[config.mk]
export PLATFORM = sky130hd
export DESIGN_NAME = pipelined_barrel_shifter
export DESIGN_NICKNAME = d
export VERILOG_FILES = /design/src/rtl/fp_shift_pkg.sv /design/src/rtl/shift_level.sv /design/src/rtl/pipelined_barrel_shifter.sv
export SDC_FILE = /design/constraint.sdc
export NUM_CORES = 1
export LEC_CHECK = 0
export CAP_MARGIN = 10
export CORE_MARGIN = 2
export CORE_UTILIZATION = 40
export DETAILED_ROUTE_END_ITERATION = 8
export GPL_ROUTABILITY_DRIVEN = 0
export GPL_TIMING_DRIVEN = 0
export HOLD_SLACK_MARGIN = 0.05
export SKIP_LAST_GASP = 1
export SYNTH_ARGS = -nofsm -noshare
export SYNTH_HDL_FRONTEND = slang
export SYNTH_SLANG_ARGS = --single-unit
export TNS_END_PERCENT = 100
[constraint.sdc]
create_clock -name clk -period 5.2 [get_ports clk]
set_input_delay 0.52 -clock clk [delete_from_list [all_inputs] [get_ports clk]]
set_output_delay 0.52 -clock clk [all_outputs]
set_load 0.01 [all_outputs]
[src/rtl/fp_shift_pkg.sv]
// Shared definitions for the pipelined barrel shifter: mode encodings and the
// helper that turns a mux-level count into a pipeline-stage count.
package fp_shift_pkg;

    localparam logic [1:0] MODE_LSL = 2'b00;
    localparam logic [1:0] MODE_LSR = 2'b01;
    localparam logic [1:0] MODE_ASR = 2'b10;
    localparam logic [1:0] MODE_ROL = 2'b11;

    function automatic int num_stages(input int levels, input int per_stage);
        return (levels + per_stage - 1) / per_stage;
    endfunction

endpackage

[src/rtl/shift_level.sv]
// One combinational rung of the barrel-shifter ladder: shifts by DIST when enabled
// and folds any bits dropped off the LSB end into the sticky flag for right shifts.
module shift_level
    import fp_shift_pkg::*;
#(
    parameter int WIDTH = 32,
    parameter int DIST  = 1
) (
    input  logic [WIDTH-1:0] data_i,
    input  logic [1:0]       mode_i,
    input  logic             sign_i,
    input  logic             en_i,
    input  logic             sticky_i,
    output logic [WIDTH-1:0] data_o,
    output logic             sticky_o
);

    // Select the shifted word for the active mode; pass through when disabled.
    always_comb begin
        data_o   = data_i;
        sticky_o = sticky_i;
        if (en_i) begin
            case (mode_i)
                MODE_LSL: data_o = data_i << DIST;
                MODE_LSR: begin
                    data_o   = data_i >> DIST;
                    sticky_o = sticky_i | (|data_i[DIST-1:0]);
                end
                MODE_ASR: begin
                    data_o   = {{DIST{sign_i}}, data_i[WIDTH-1:DIST]};
                    sticky_o = sticky_i | (|data_i[DIST-1:0]);
                end
                MODE_ROL: data_o = {data_i[WIDTH-1-DIST:0], data_i[WIDTH-1:WIDTH-DIST]};
                default: begin
                    data_o   = data_i;
                    sticky_o = sticky_i;
                end
            endcase
        end else begin
            data_o   = data_i;
            sticky_o = sticky_i;
        end
    end

endmodule

[src/rtl/pipelined_barrel_shifter.sv]
// Pipelined log2 barrel shifter (LSL/LSR/ASR/ROL) with right-shift sticky, a
// valid/ready handshake and a register after every PIPE_EVERY mux levels.
module pipelined_barrel_shifter
    import fp_shift_pkg::*;
#(
    parameter int WIDTH      = 32,
    parameter int SHW        = $clog2(WIDTH),
    parameter int PIPE_EVERY = 2,
    parameter int TAG_W      = 4
) (
    input  logic             clk,
    input  logic             rst,
    input  logic             in_valid,
    output logic             in_ready,
    input  logic [WIDTH-1:0] in_data,
    input  logic [SHW-1:0]   in_amt,
    input  logic [1:0]       in_mode,
    input  logic [TAG_W-1:0] in_tag,
    output logic             out_valid,
    input  logic             out_ready,
    output logic [WIDTH-1:0] out_data,
    output logic             out_sticky,
    output logic [TAG_W-1:0] out_tag
);

    localparam int           NSTG    = num_stages(SHW, PIPE_EVERY);
    localparam logic [SHW:0] WIDTH_C = (SHW + 1)'(WIDTH);

    typedef struct packed {
        logic [WIDTH-1:0] data;
        logic [1:0]       mode;
        logic [SHW-1:0]   amt;
        logic             sticky;
        logic [TAG_W-1:0] tag;
    } stage_t;

    logic             stall_s;
    logic [SHW-1:0]   amt_adj_s;
    logic [NSTG-1:0]  valid_q;
    stage_t           stage_q    [NSTG];
    stage_t           stage_d    [NSTG];
    stage_t           src_s      [NSTG];
    logic [WIDTH-1:0] lvl_in_s   [SHW];
    logic [WIDTH-1:0] lvl_out_s  [SHW];
    logic             lvl_sin_s  [SHW];
    logic             lvl_sout_s [SHW];

    assign stall_s  = out_valid && !out_ready;
    assign in_ready = !stall_s;

    // Wrap an over-range rotate amount once so the ladder only rotates by < WIDTH.
    always_comb begin
        amt_adj_s = in_amt;
        if ((in_mode == MODE_ROL) && ({1'b0, in_amt} >= WIDTH_C)) begin
            amt_adj_s = in_amt - WIDTH_C[SHW-1:0];
        end else begin
            amt_adj_s = in_amt;
        end
    end

    assign src_s[0] = '{data: in_data, mode: in_mode, amt: amt_adj_s, sticky: 1'b0, tag: in_tag};

    for (genvar s = 1; s < NSTG; s++) begin : g_src
        assign src_s[s] = stage_q[s-1];
    end

    // The MSB stays equal to the original sign bit throughout an ASR, so it doubles as fill.
    for (genvar k = 0; k < SHW; k++) begin : g_lvl
        localparam int S = k / PIPE_EVERY;
        if (k % PIPE_EVERY == 0) begin : g_head
            assign lvl_in_s[k]  = src_s[S].data;
            assign lvl_sin_s[k] = src_s[S].sticky;
        end else begin : g_chain
            assign lvl_in_s[k]  = lvl_out_s[k-1];
            assign lvl_sin_s[k] = lvl_sout_s[k-1];
        end
        shift_level #(
            .WIDTH (WIDTH),
            .DIST  (1 << k)
        ) u_level (
            .data_i   (lvl_in_s[k]),
            .mode_i   (src_s[S].mode),
            .sign_i   (lvl_in_s[k][WIDTH-1]),
            .en_i     (src_s[S].amt[k]),
            .sticky_i (lvl_sin_s[k]),
            .data_o   (lvl_out_s[k]),
            .sticky_o (lvl_sout_s[k])
        );
    end

    for (genvar s = 0; s < NSTG; s++) begin : g_stage
        localparam int LAST = ((s + 1) * PIPE_EVERY < SHW) ? (s + 1) * PIPE_EVERY - 1 : SHW - 1;
        assign stage_d[s] = '{data: lvl_out_s[LAST], mode: src_s[s].mode, amt: src_s[s].amt,
                              sticky: lvl_sout_s[LAST], tag: src_s[s].tag};
    end

    // Pipeline advance; every stage, bubbles included, freezes while the output stalls.
    always_ff @(posedge clk or posedge rst) begin
        if (rst) begin
            valid_q <= '0;
            for (int s = 0; s < NSTG; s++) begin
                stage_q[s] <= '0;
            end
        end else if (!stall_s) begin
            valid_q[0] <= in_valid;
            stage_q[0] <= stage_d[0];
            for (int s = 1; s < NSTG; s++) begin
                valid_q[s] <= valid_q[s-1];
                stage_q[s] <= stage_d[s];
            end
        end
    end

    assign out_valid  = valid_q[NSTG-1];
    assign out_data   = stage_q[NSTG-1].data;
    assign out_sticky = stage_q[NSTG-1].sticky;
    assign out_tag    = stage_q[NSTG-1].tag;

endmodule

# Yosys cells after proc, flatten, opt, wreduce, memory -nomap -nowiden
# Cells that the tools add are included.
# word_totals
reg_bits	128
in_bits	47
# op_classes
eq_ne	9
mux	20
bitwise_logic	4
n_reduce_logical	13
# op_table
operator	n
case mux 32 bit (4 select lines)	5
two-way mux 32 bit	5
OR reduction 16 bit	1
equality test 2 bit (second input constant)	6
two-way mux 1 bit	10
OR reduction 2 bit	4
OR reduction 8 bit	1
equality test 2 x 1 -> 1 bit (second input constant)	3
logical NOT 2 bit	3
OR 1 bit	4
OR reduction 4 bit	1
logical NOT 1 bit	2
logical AND 1 bit	1

# Depth between registers and ports, before layout
# Gate-level depths: netlist of the first run.
# logic_depth
word_depth	7
depth_mapped	9
ltp_nobuf	7

# Modules after synthesis
# A second synthesis of the first run with hierarchy kept.
# hier_totals
hier_cells	737
area_unflattened_um2	7968.9
# by_module_without_submodules
module	instances	cells_per_inst	area_per_inst_um2	seq_area_each_um2
pipelined_barrel_shifter	1	261	4611.9	3052.9
shift_level (g_lvl[3].u_level)	1	126	732.0	0.0
shift_level (g_lvl[0].u_level)	1	90	698.2	0.0
shift_level (g_lvl[2].u_level)	1	81	691.9	0.0
shift_level (g_lvl[1].u_level)	1	90	683.2	0.0
shift_level (g_lvl[4].u_level)	1	89	551.8	0.0

# Worst setup path after synthesis of the first run
# Ideal clock, no wire load.
# synth_timing
kind	input to register
start	input in_mode[0]
end	register stage_q, in the netlist lvl_in_s[65]
t_arrival_ns	1.878
required_ns	5.074
path_slack_ns	3.196
stages	7
cell_sequence	inv_1 ha_1 or2_1 buf_4 a32o_1 o2bb2ai_1 a221o_1
# synth_via
elab_chain_len	5
# synth_rtl
element	line	rtl
start, declared	pipelined_barrel_shifter.sv:17	input logic [1:0] in_mode,
equality test 2 bit, or another cell as far along	shift_level.sv:23	case (mode_i)
case mux 32 bit (4 select lines)	shift_level.sv:23	
two-way mux 32 bit	shift_level.sv:22	if (en_i) begin
case mux 32 bit (4 select lines)	shift_level.sv:23	
two-way mux 32 bit (*)	shift_level.sv:22	
end signal, assigned by index	pipelined_barrel_shifter.sv:109	stage_q[s] <= stage_d[s];
end, declared	pipelined_barrel_shifter.sv:40	stage_t stage_q [NSTG];
# Every way passes the cells marked *; elsewhere a longest branch is shown, timed or not.
# A chain may end at the register's enable or synchronous reset.

# Final worst setup path of the first run
# layout_timing
start	input out_ready
end	output in_ready
# layout_via
elab_chain_len	3
# layout_rtl
element	line	rtl
start, declared	pipelined_barrel_shifter.sv:20	input logic out_ready,
logical NOT 1 bit	pipelined_barrel_shifter.sv:48	assign stall_s = out_valid && !out_ready;
logical AND 1 bit	pipelined_barrel_shifter.sv:48	
logical NOT 1 bit	n/a	
end, declared	pipelined_barrel_shifter.sv:14	output logic in_ready,
# Every way passes these cells.

==> results of run 1 <==
[placed cells by master, fill, tap and decap left out, drive strengths merged, types with 4 or more instances in the layout]
cell           instances
a2111oi                4
a211o                  5
a211oi                43
a21oi                 82
a221o                  7
a221oi                23
a22oi                 12
a2bb2oi                5
a311o                  4
a311oi                28
a31oi                 20
a32oi                  5
buf                   49
clkbuf                56
clkdlybuf4s50         85
clkinv                 6
dfrtp                122
ha                    12
inv                   30
nand2                180
nand2b                10
nand3                 10
nor2                 143
nor2b                  8
nor3                  18
nor4                   7
o211ai                12
o21ai                 47
o22ai                 18
o31ai                 26
o32ai                 11
or2                    4
[worst min-delay path by stage]
stage | cells after the start | start | end
after floorplan | 2 | valid_q[1] | valid_q[1]
after global placement | 2 | valid_q[1] | valid_q[1]
after global routing | 2 | valid_q[0] | valid_q[1]
after CTS | 2 | out_tag[3] | out_tag[3]
final | 2 | out_tag[3] | out_tag[3]
after detailed placement | 2 | out_tag[3] | out_tag[3]
[sequential cells by signal, indices dropped and copies added, names as in the netlist]
name	flops
out_data	32
valid_q	3
src_s	16
out_tag	4
lvl_sin_s	2
out_sticky	1
lvl_in_s	64
[through the flow]
step	power (mW)	cell area [um2]
after floorplan	3.01	7990
after global placement	3.98	9170
after detailed placement	4.01	9210
after CTS	5.25	9830
after global routing	5.59	9830
final	5.30	9830
[tightest hold or removal path: cells and delay by family (launching register included)]
| family | cells | cell delay, ps |
|---|---|---|
| and+or+nand+nor | 2 | 90 |
| DFF | 1 | 340 |
[per-layer routing]
metal	vias up	wire length (um)	track usage	share of wire
li1	3981	-	-	-
met1	4115	12500	0.378	0.40
met2	588	14100	0.469	0.45
met3	137	2750	0.0455	0.088
met4	0	1890	0.175	0.061
met5	-	0	0	0
[area by class of cell]
| class | count | area [um2] | share of cell area |
|---|---|---|---|
| Tap cell | 265 | 332 | 0.0337 |
| Clock inverter | 11 | 143 | 0.0145 |
| Clock buffer | 21 | 480 | 0.0489 |
| Inverter | 30 | 118 | 0.0120 |
| Sequential cell | 122 | 3050 | 0.311 |
| Timing Repair Buffer | 86 | 878 | 0.0894 |
| Buffer | 83 | 392 | 0.0398 |
| Multi-Input combinational cell | 779 | 4430 | 0.451 |
[cells by family after synthesis]
family / count (synthesis) / synth area share
simple gates: 388 / 0.201
compound gates: 378 / 0.334
flops: 122 / 0.382
buf+inv: 113 / 0.0631
fa+ha+maj: 12 / 0.0188
mux: 1 / 0.00125
[power breakdown]
group          total (mW)  leakage [nW]  switching [mW]  internal, mW
logic                2.34          2.22            1.41         0.927
registers            1.73          1.47           0.394          1.33
clock network        1.24         0.305           0.436         0.801
total                5.30          4.00            2.24          3.06
==> reports/results.txt, run 1 <==
Outcome: complete, no violations
DRT Pass-1 Iters: 6
R2R setup slack: 2830 ps
FP Rows: 51
Max cap viols: 0
Asr flop ratio synth: 1.00
Clock Path Buffers: 2
Final period utilization: 0.614
Mapped Cells: 1014
Max VDD drop: 0.194 mV
I/O pins: 86
CORE AREA: 0.0195 mm2
Ant diodes: 0
Setup Buffers After CTS: 0
Syn nets: 1073
Worst hold slack: 463 ps
Most used DFF post-synth: dfrtp_1
CTS Sinks: 122
Crit Path Class: primary input to output pin
Layout area overhead: 23.0%
Starting DRT DRC Count: 888
EDFF count, synth: 0
Relative slew margins: 0.386
Die ar.: 0.0211 mm2
# nets final: 1178
WP buf/inv: 5
Die height: 145 um
Via/cell ratio: 6.31
Final WL: 31.2 mm
H-tree depth: 4
Synth Register Bits: 122
Slew @ Worst Pin: 921 ps
Crit path DAT: 2670 ps
Non-filler instance count after layout: 1397
Largest net degree at the start of global routing: 76
Fin Setup TNS: 0 ps
Inst Count DP: 1365
Port buffer count: 85
Setup ws final: 2010 ps
Synth cell count leaders: 179 x nand2_1, 141 x nor2_1, 122 x dfrtp_1, 82 x a21oi_1, 43 x a211oi_1
CP Launch Type: primary input
Post-Syn Area: 0.00799 mm2
Sequential fraction of the synthesis area: 0.382
HP Class: flop to flop
Most used cell, CP: clkdlybuf4s50_1
Placed wire-length estimate: 23.4 mm
Levels on crit path: 6
RR Startpoint: src_s[54]
Final setup fails: 0
Worst path slowest cell: clkdlybuf4s50_1
FMAX: 0.313 GHz
CP required: 4680 ps
Die span in x: 145 um
Clk_skew: 5.28 ps
Clk pin slew, worst setup/hold paths: 60 ps
Dpl ws: 1920 ps
Synth top area share: 0.382
Residual DRC: 0
Count of warnings emitted by yosys: 0
Worst path max stage delay: 660 ps
Syn Area/Cell: 7.88 um2
Root Buffer: clkbuf_16
FILL cells: 1963
Crit. End Element: output pin
Grt total ovfl: 0
Post-CTS sizing: 0
CP cell instances: clkdlybuf4s50_1 -> nor2b_1 -> inv_2 -> buf_2 -> buf_1 -> clkdlybuf4s50_1
Worst setup startpoint: out_ready
Delay-heaviest family, CP: buffers and inverters
Minimum period implied by the final worst setup slack: 3190 ps
Vias in the first global route: 8517
Hold_buf cts: 0
First-pass GRT wire length: 48.8 mm
Fraction of layout cells with a size suffix above 1: 0.0786
GRT Overall Usage: 0.294
Max-slew violations: 0
Worst Setup EP: in_ready
Post-DRT Antenna Nets: 0
RSZ-0062 raised after global routing: no
Distinct cells, synth: 65
Clk_lat worst skew: 420 ps
Vias: 8821
R2R cell count: 7
Synth area leader: dfrtp_1
Initial Util: 0.409
Most area-consuming cells after synthesis: dfrtp_1 38%, nand2_1 8.4%, nor2_1 6.6%
CTS tree: done
Pwr dens: 540 mW/mm2
Final Hold Fails: 0
CP max FO: 10
WL/cell: 22.4 um
Worst flop-to-flop path endpoint: lvl_in_s[19]
Antenna violations before repair: 0
Leakage: 4.00 nW
TritonCTS buffer count: 17
Most common cell in the netlist: nand2_1
Core Util, Final: 0.503
(Power assumes the default switching activity.)
==> run 2, diff against run 1 <==
clock period = 2.7 ns   (was 5.2 ns; I/O delays follow)
==> reports/results.txt, run 2 (synthesized netlist as in run 1, its figures left out) <==
Slew @ Worst Pin: 881 ps (-39.8 ps)
Crit. End Element: flop
Starting DRT DRC Count: 1006 (+13%)
CTS Sinks: 122 (unchanged)
Pwr dens: 1040 mW/mm2 (+92%)
Vias in the first global route: 8338 (-2.1%)
Layout area overhead: 23.4%
Die span in x: 145 um (unchanged)
Worst flop-to-flop path endpoint: lvl_in_s[19]
Crit Path Class: primary input to flop
WL/cell: 22.4 um (about the same)
R2R cell count: 7 (unchanged)
CTS tree: done
Finished Cell Area: 0.00986 mm2 (+0.34%)
Final setup fails: 0 (unchanged)
CP required: 2990 ps (-1690 ps)
Final period utilization: 0.940
I/O pins: 86 (unchanged)
Dpl ws: -307 ps (-2230 ps)
Final Hold Fails: 0 (unchanged)
WP buf/inv: 3 (-2)
Worst path max stage delay: 590 ps (-70 ps)
TritonCTS buffer count: 17 (unchanged)
CP max FO: 10 (unchanged)
Clk pin slew, worst setup/hold paths: 50 ps (about the same)
CORE AREA: 0.0195 mm2 (unchanged)
Clk_lat worst skew: 430 ps (about the same)
Vias: 8804 (-0.19%)
Placed wire-length estimate: 23.5 mm (+0.46%)
Delay-heaviest family, CP: buffers and inverters
# nets final: 1179 (+0.085%)
Most used cell, CP: nor2_1
CP Launch Type: primary input
Port buffer count: 85 (unchanged)
Largest net degree at the start of global routing: 41 (-46%)
Final WL: 31.2 mm (about the same)
R2R setup slack: 270 ps (-2560 ps)
CP cell instances: clkdlybuf4s50_1 -> inv_1 -> ha_1 -> nor2_1 -> buf_2 -> a311oi_1 -> o32ai_1 -> nor2_1
Ant diodes: 0 (unchanged)
Die ar.: 0.0211 mm2 (unchanged)
Initial Util: 0.409 (unchanged)
FMAX: 0.394 GHz
Antenna violations before repair: 0 (unchanged)
Leakage: 4.01 nW (+0.46%)
First-pass GRT wire length: 48.3 mm (-0.92%)
Most common cell after layout, fill and taps aside: nand2_1
Max reg flops: 64 (unchanged)
Relative slew margins: 0.412 (+0.0266)
Outcome: complete, no violations
Grt total ovfl: 0 (unchanged)
Setup ws final: 162 ps (-1840 ps)
Fraction of layout cells with a size suffix above 1: 0.0795 (+0.000883)
Via/cell ratio: 6.30 (-0.19%)
HP Class: primary input to async pin
Post-DRT Antenna Nets: 0 (unchanged)
FP Rows: 51 (unchanged)
Root Buffer: clkbuf_16
Setup Buffers After CTS: 0 (unchanged)
GRT Overall Usage: 0.292 (-0.00157)
Hold_buf cts: 0 (unchanged)
RR Startpoint: src_s[54]
Crit path DAT: 2830 ps (+160 ps)
Die height: 145 um (unchanged)
Clk_skew: 7.89 ps (+2.61 ps)
Max cap viols: 0 (unchanged)
Residual DRC: 0 (unchanged)
Most frequent cells in the layout: 179 x nand2_1, 141 x nor2_1, 122 x dfrtp_1
Worst path slowest cell: o32ai_1
RSZ-0062 raised after global routing: no
DRT Pass-1 Iters: 7 (+1)
Worst hold slack: 190 ps (-273 ps)
Max VDD drop: 0.376 mV (+94%)
Max-slew violations: 0 (unchanged)
Post-place instance area: 0.00924 mm2 (+0.34%)
H-tree depth: 4 (unchanged)
Minimum period implied by the final worst setup slack: 2540 ps
Clock Path Buffers: 2 (unchanged)
-- run 2: how the worst max path moves through the flow --
stage	start	endpoint	slack, ps	depth (start not counted)
after global placement	in_mode[0]	lvl_in_s[70]	-320	8
after global routing	in_mode[0]	lvl_in_s[73]	90	8
after detailed placement	in_mode[0]	lvl_in_s[73]	-310	8
after CTS	in_mode[0]	lvl_in_s[73]	130	8
after floorplan	src_s[54]	lvl_in_s[11]	850	8
final	in_mode[0]	lvl_in_s[73]	160	8
-- run 2: report_power, final --
part           total, mW  leakage [nW]  internal, mW  switching, mW
sequential          3.33          1.47          2.57          0.755
combinational       4.50          2.24          1.79           2.71
clock               2.39         0.309          1.59          0.803
total               10.2          4.01          5.95           4.27
-- run 2: cell type report --
cell class                      count  area (um2)
Buffer                             82         389
Clock buffer                       25         515
Clock inverter                      6         109
Fill cell                        1987        9660
Inverter                           30         116
Multi-Input combinational cell    779        4440
Sequential cell                   122        3050
Tap cell                          265         332
Timing Repair Buffer               88         911
-- run 2: through the flow --
| stage | TNS [ps] | utilization | power [mW] | instances |
|---|---|---|---|---|
| after CTS | 0 | 0.505 | 10.1 | 1397 |
| after global routing | 0 | 0.505 | 10.8 | 1397 |
| after detailed placement | -3110 | 0.473 | 7.71 | 1367 |
| after floorplan | 0 | - | 5.81 | 1014 |
| after global placement | -31710 | 0.470 | 7.66 | 1364 |
| final | 0 | 0.505 | 10.2 | 1397 |
-- run 2: timing repair --
item | CTS | global route
setup endpoints to repair | 1 | 2
gates resized for setup | 0 | 3
cloned | 0 | 0
-- run 2: worst reg2reg max path, stage by stage, from the launching register on --
cell,delay [ps]
dfrtp_1,400
inv_1,100
ha_1,210
buf_4,170
o21bai_4,230
clkbuf_1,310
o311ai_1,730
a22o_1,220
-- run 2: layer usage --
layer | share of wire | track usage
met5 | 0 | 0
met2 | 0.46 | 0.471
met1 | 0.40 | 0.374
met3 | 0.087 | 0.0505
met4 | 0.054 | 0.163
==> run 3, diff against run 2 <==
SLEW_MARGIN = 15   (was not set)
==> reports/results.txt, run 3 (synthesized netlist as in run 1, its figures left out) <==
Fraction of layout cells with a size suffix above 1: 0.0795 (unchanged)
Outcome: finished, violations left
Most used cell, CP: nor2_1
CP cell instances: clkdlybuf4s50_1 -> inv_1 -> ha_1 -> nor2_1 -> buf_2 -> a311oi_1 -> o32ai_1 -> nor2_1
CP Launch Type: primary input
Most common cell after layout, fill and taps aside: nand2_1
Die height: 145 um (unchanged)
Final Hold Fails: 0 (unchanged)
Final setup fails: 0 (unchanged)
I/O pins: 86 (unchanged)
Final WL: 30.9 mm (-1.1%)
Delay-heaviest family, CP: buffers and inverters
Ant diodes: 0 (unchanged)
Vias: 8885 (+0.92%)
CTS tree: done
Post-DRT Antenna Nets: 0 (unchanged)
Clk_lat worst skew: 420 ps (about the same)
Clock Path Buffers: 2 (unchanged)
Largest net degree at the start of global routing: 37 (-9.8%)
RSZ-0062 raised after global routing: no
CORE AREA: 0.0195 mm2 (unchanged)
Setup ws final: 202 ps (+40.7 ps)
Die span in x: 145 um (unchanged)
HP Class: primary input to async pin
Relative slew margins: 0.428 (+0.0153)
Port buffer count: 85 (unchanged)
# nets final: 1179 (unchanged)
Max cap viols: 0 (unchanged)
Worst hold slack: 319 ps (+128 ps)
GRT Overall Usage: 0.290 (-0.00205)
Most frequent cells in the layout: 179 x nand2_1, 141 x nor2_1, 122 x dfrtp_1
FP Rows: 51 (unchanged)
FILL cells: 1933 (-2.7%)
H-tree depth: 4 (unchanged)
Max VDD drop: 0.413 mV (+9.8%)
Fin Setup TNS: 0 ps (unchanged)
Die ar.: 0.0211 mm2 (unchanged)
Worst path slowest cell: o32ai_1
CP required: 2980 ps (about the same)
Antenna violations before repair: 0 (unchanged)
Vias in the first global route: 8446 (+1.3%)
R2R cell count: 8 (+1)
Initial Util: 0.409 (unchanged)
Layout area overhead: 23.3% (about the same)
CP max FO: 10 (unchanged)
Grt total ovfl: 0 (unchanged)
Final period utilization: 0.925 (-0.0151)
Starting DRT DRC Count: 953 (-5.3%)
CTS Sinks: 122 (unchanged)
First-pass GRT wire length: 48.0 mm (-0.57%)
Max-slew violations: 0 (unchanged)
Crit Path Class: primary input to flop
Max reg flops: 64 (unchanged)
Worst path max stage delay: 560 ps (-30 ps)
Failing checks: DRC
Leakage: 4.01 nW (-0.19%)
Residual DRC: 1 (+1)
Slew @ Worst Pin: 859 ps (-22.9 ps)
Root Buffer: clkbuf_16
Minimum period implied by the final worst setup slack: 2500 ps (-40.7 ps)
Clk pin slew, worst setup/hold paths: 50 ps (about the same)
FMAX: 0.400 GHz (+1.6%)
Via/cell ratio: 6.36 (+0.92%)
TritonCTS buffer count: 17 (unchanged)
Crit path DAT: 2780 ps (-50 ps)
Hold_buf cts: 0 (unchanged)
Placed wire-length estimate: 23.5 mm (+0.17%)
Dpl ws: -308 ps (-0.577 ps)
Clk_skew: 7.04 ps (-0.851 ps)
Crit. End Element: flop
WL/cell: 22.1 um (-1.1%)
Pwr dens: 1030 mW/mm2 (-0.80%)
DRT Pass-1 Iters: 9 (+2)
Levels on crit path: 8 (unchanged)
WP buf/inv: 3 (unchanged)
-- run 3: cell count changes in the layout (fill, tap and decap cells not counted) --
cell,before,now
clkinvlp_4,1,2
clkinv_2,2,1
bufinv_16,3,2
buf_16,0,1
buf_12,3,2
clkbuf_8,6,7
-- run 3: metrics by stage --
| stage | std cells | cell area (um2) | utilization | total power [mW] |
|---|---|---|---|---|
| after CTS | 1397 | 9850 | 0.504 | 10.0 |
| after detailed placement | 1367 | 9240 | 0.473 | 7.71 |
| after global placement | 1364 | 9180 | 0.470 | 7.66 |
| final | 1397 | 9860 | 0.505 | 10.1 |
| after global routing | 1397 | 9860 | 0.505 | 10.7 |
| after floorplan | 1014 | 7990 | - | 5.81 |
-- run 3: area by class of cell --
class / count / area [um2] / share of cell area
inverter: 30 / 116 / 0.0118
sequential: 122 / 3050 / 0.310
buffer: 82 / 389 / 0.0395
clock buffer: 26 / 529 / 0.0537
multi-input combinational: 779 / 4440 / 0.450
tap: 265 / 332 / 0.0336
clock inverter: 5 / 81.3 / 0.00825
timing repair buffer: 88 / 918 / 0.0932
-- run 3: layer usage --
| layer | up-vias | GRT usage | part of all wire |
|---|---|---|---|
| met5 | - | 0 | 0 |
| met4 | 0 | 0.186 | 0.066 |
| met3 | 159 | 0.0555 | 0.087 |
| met2 | 612 | 0.456 | 0.45 |
| met1 | 4137 | 0.367 | 0.40 |
| li1 | 3977 | - | - |
-- run 3: worst register-to-register path: cells and delay by family (launching register included) --
family,cells,cell delay [ps]
AOI/OAI and AO/OA,3,520
adders and majority gates,1,210
and+or+nand+nor,1,360
DFF,1,390
buffers and inverters,3,770
-- run 3: final timing paths --
check                      startpoint           end  slack, ps
max                        in_mode[0]  lvl_in_s[73]        200
min                               rst   out_data[6]        320
max reg2reg                 src_s[54]  lvl_in_s[30]        310
min reg2reg                valid_q[1]    valid_q[1]        460
max in group asynchronous         rst  lvl_in_s[70]       1530
min in group clk            in_tag[2]     src_s[46]        390
-- run 3: report_power, final --
group          leakage [nW]  switching, mW  internal [mW]  total [mW]
clock network         0.299          0.789           1.53        2.31
logic                  2.24           2.70           1.79        4.49
registers              1.47          0.755           2.57        3.33
-- run 3: what timing repair did --
item | CTS | global route
resized for setup | 0 | 3
pin swaps | 0 | 0
endpoints found under the setup margin | 1 | 2
setup buffers | 0 | 0
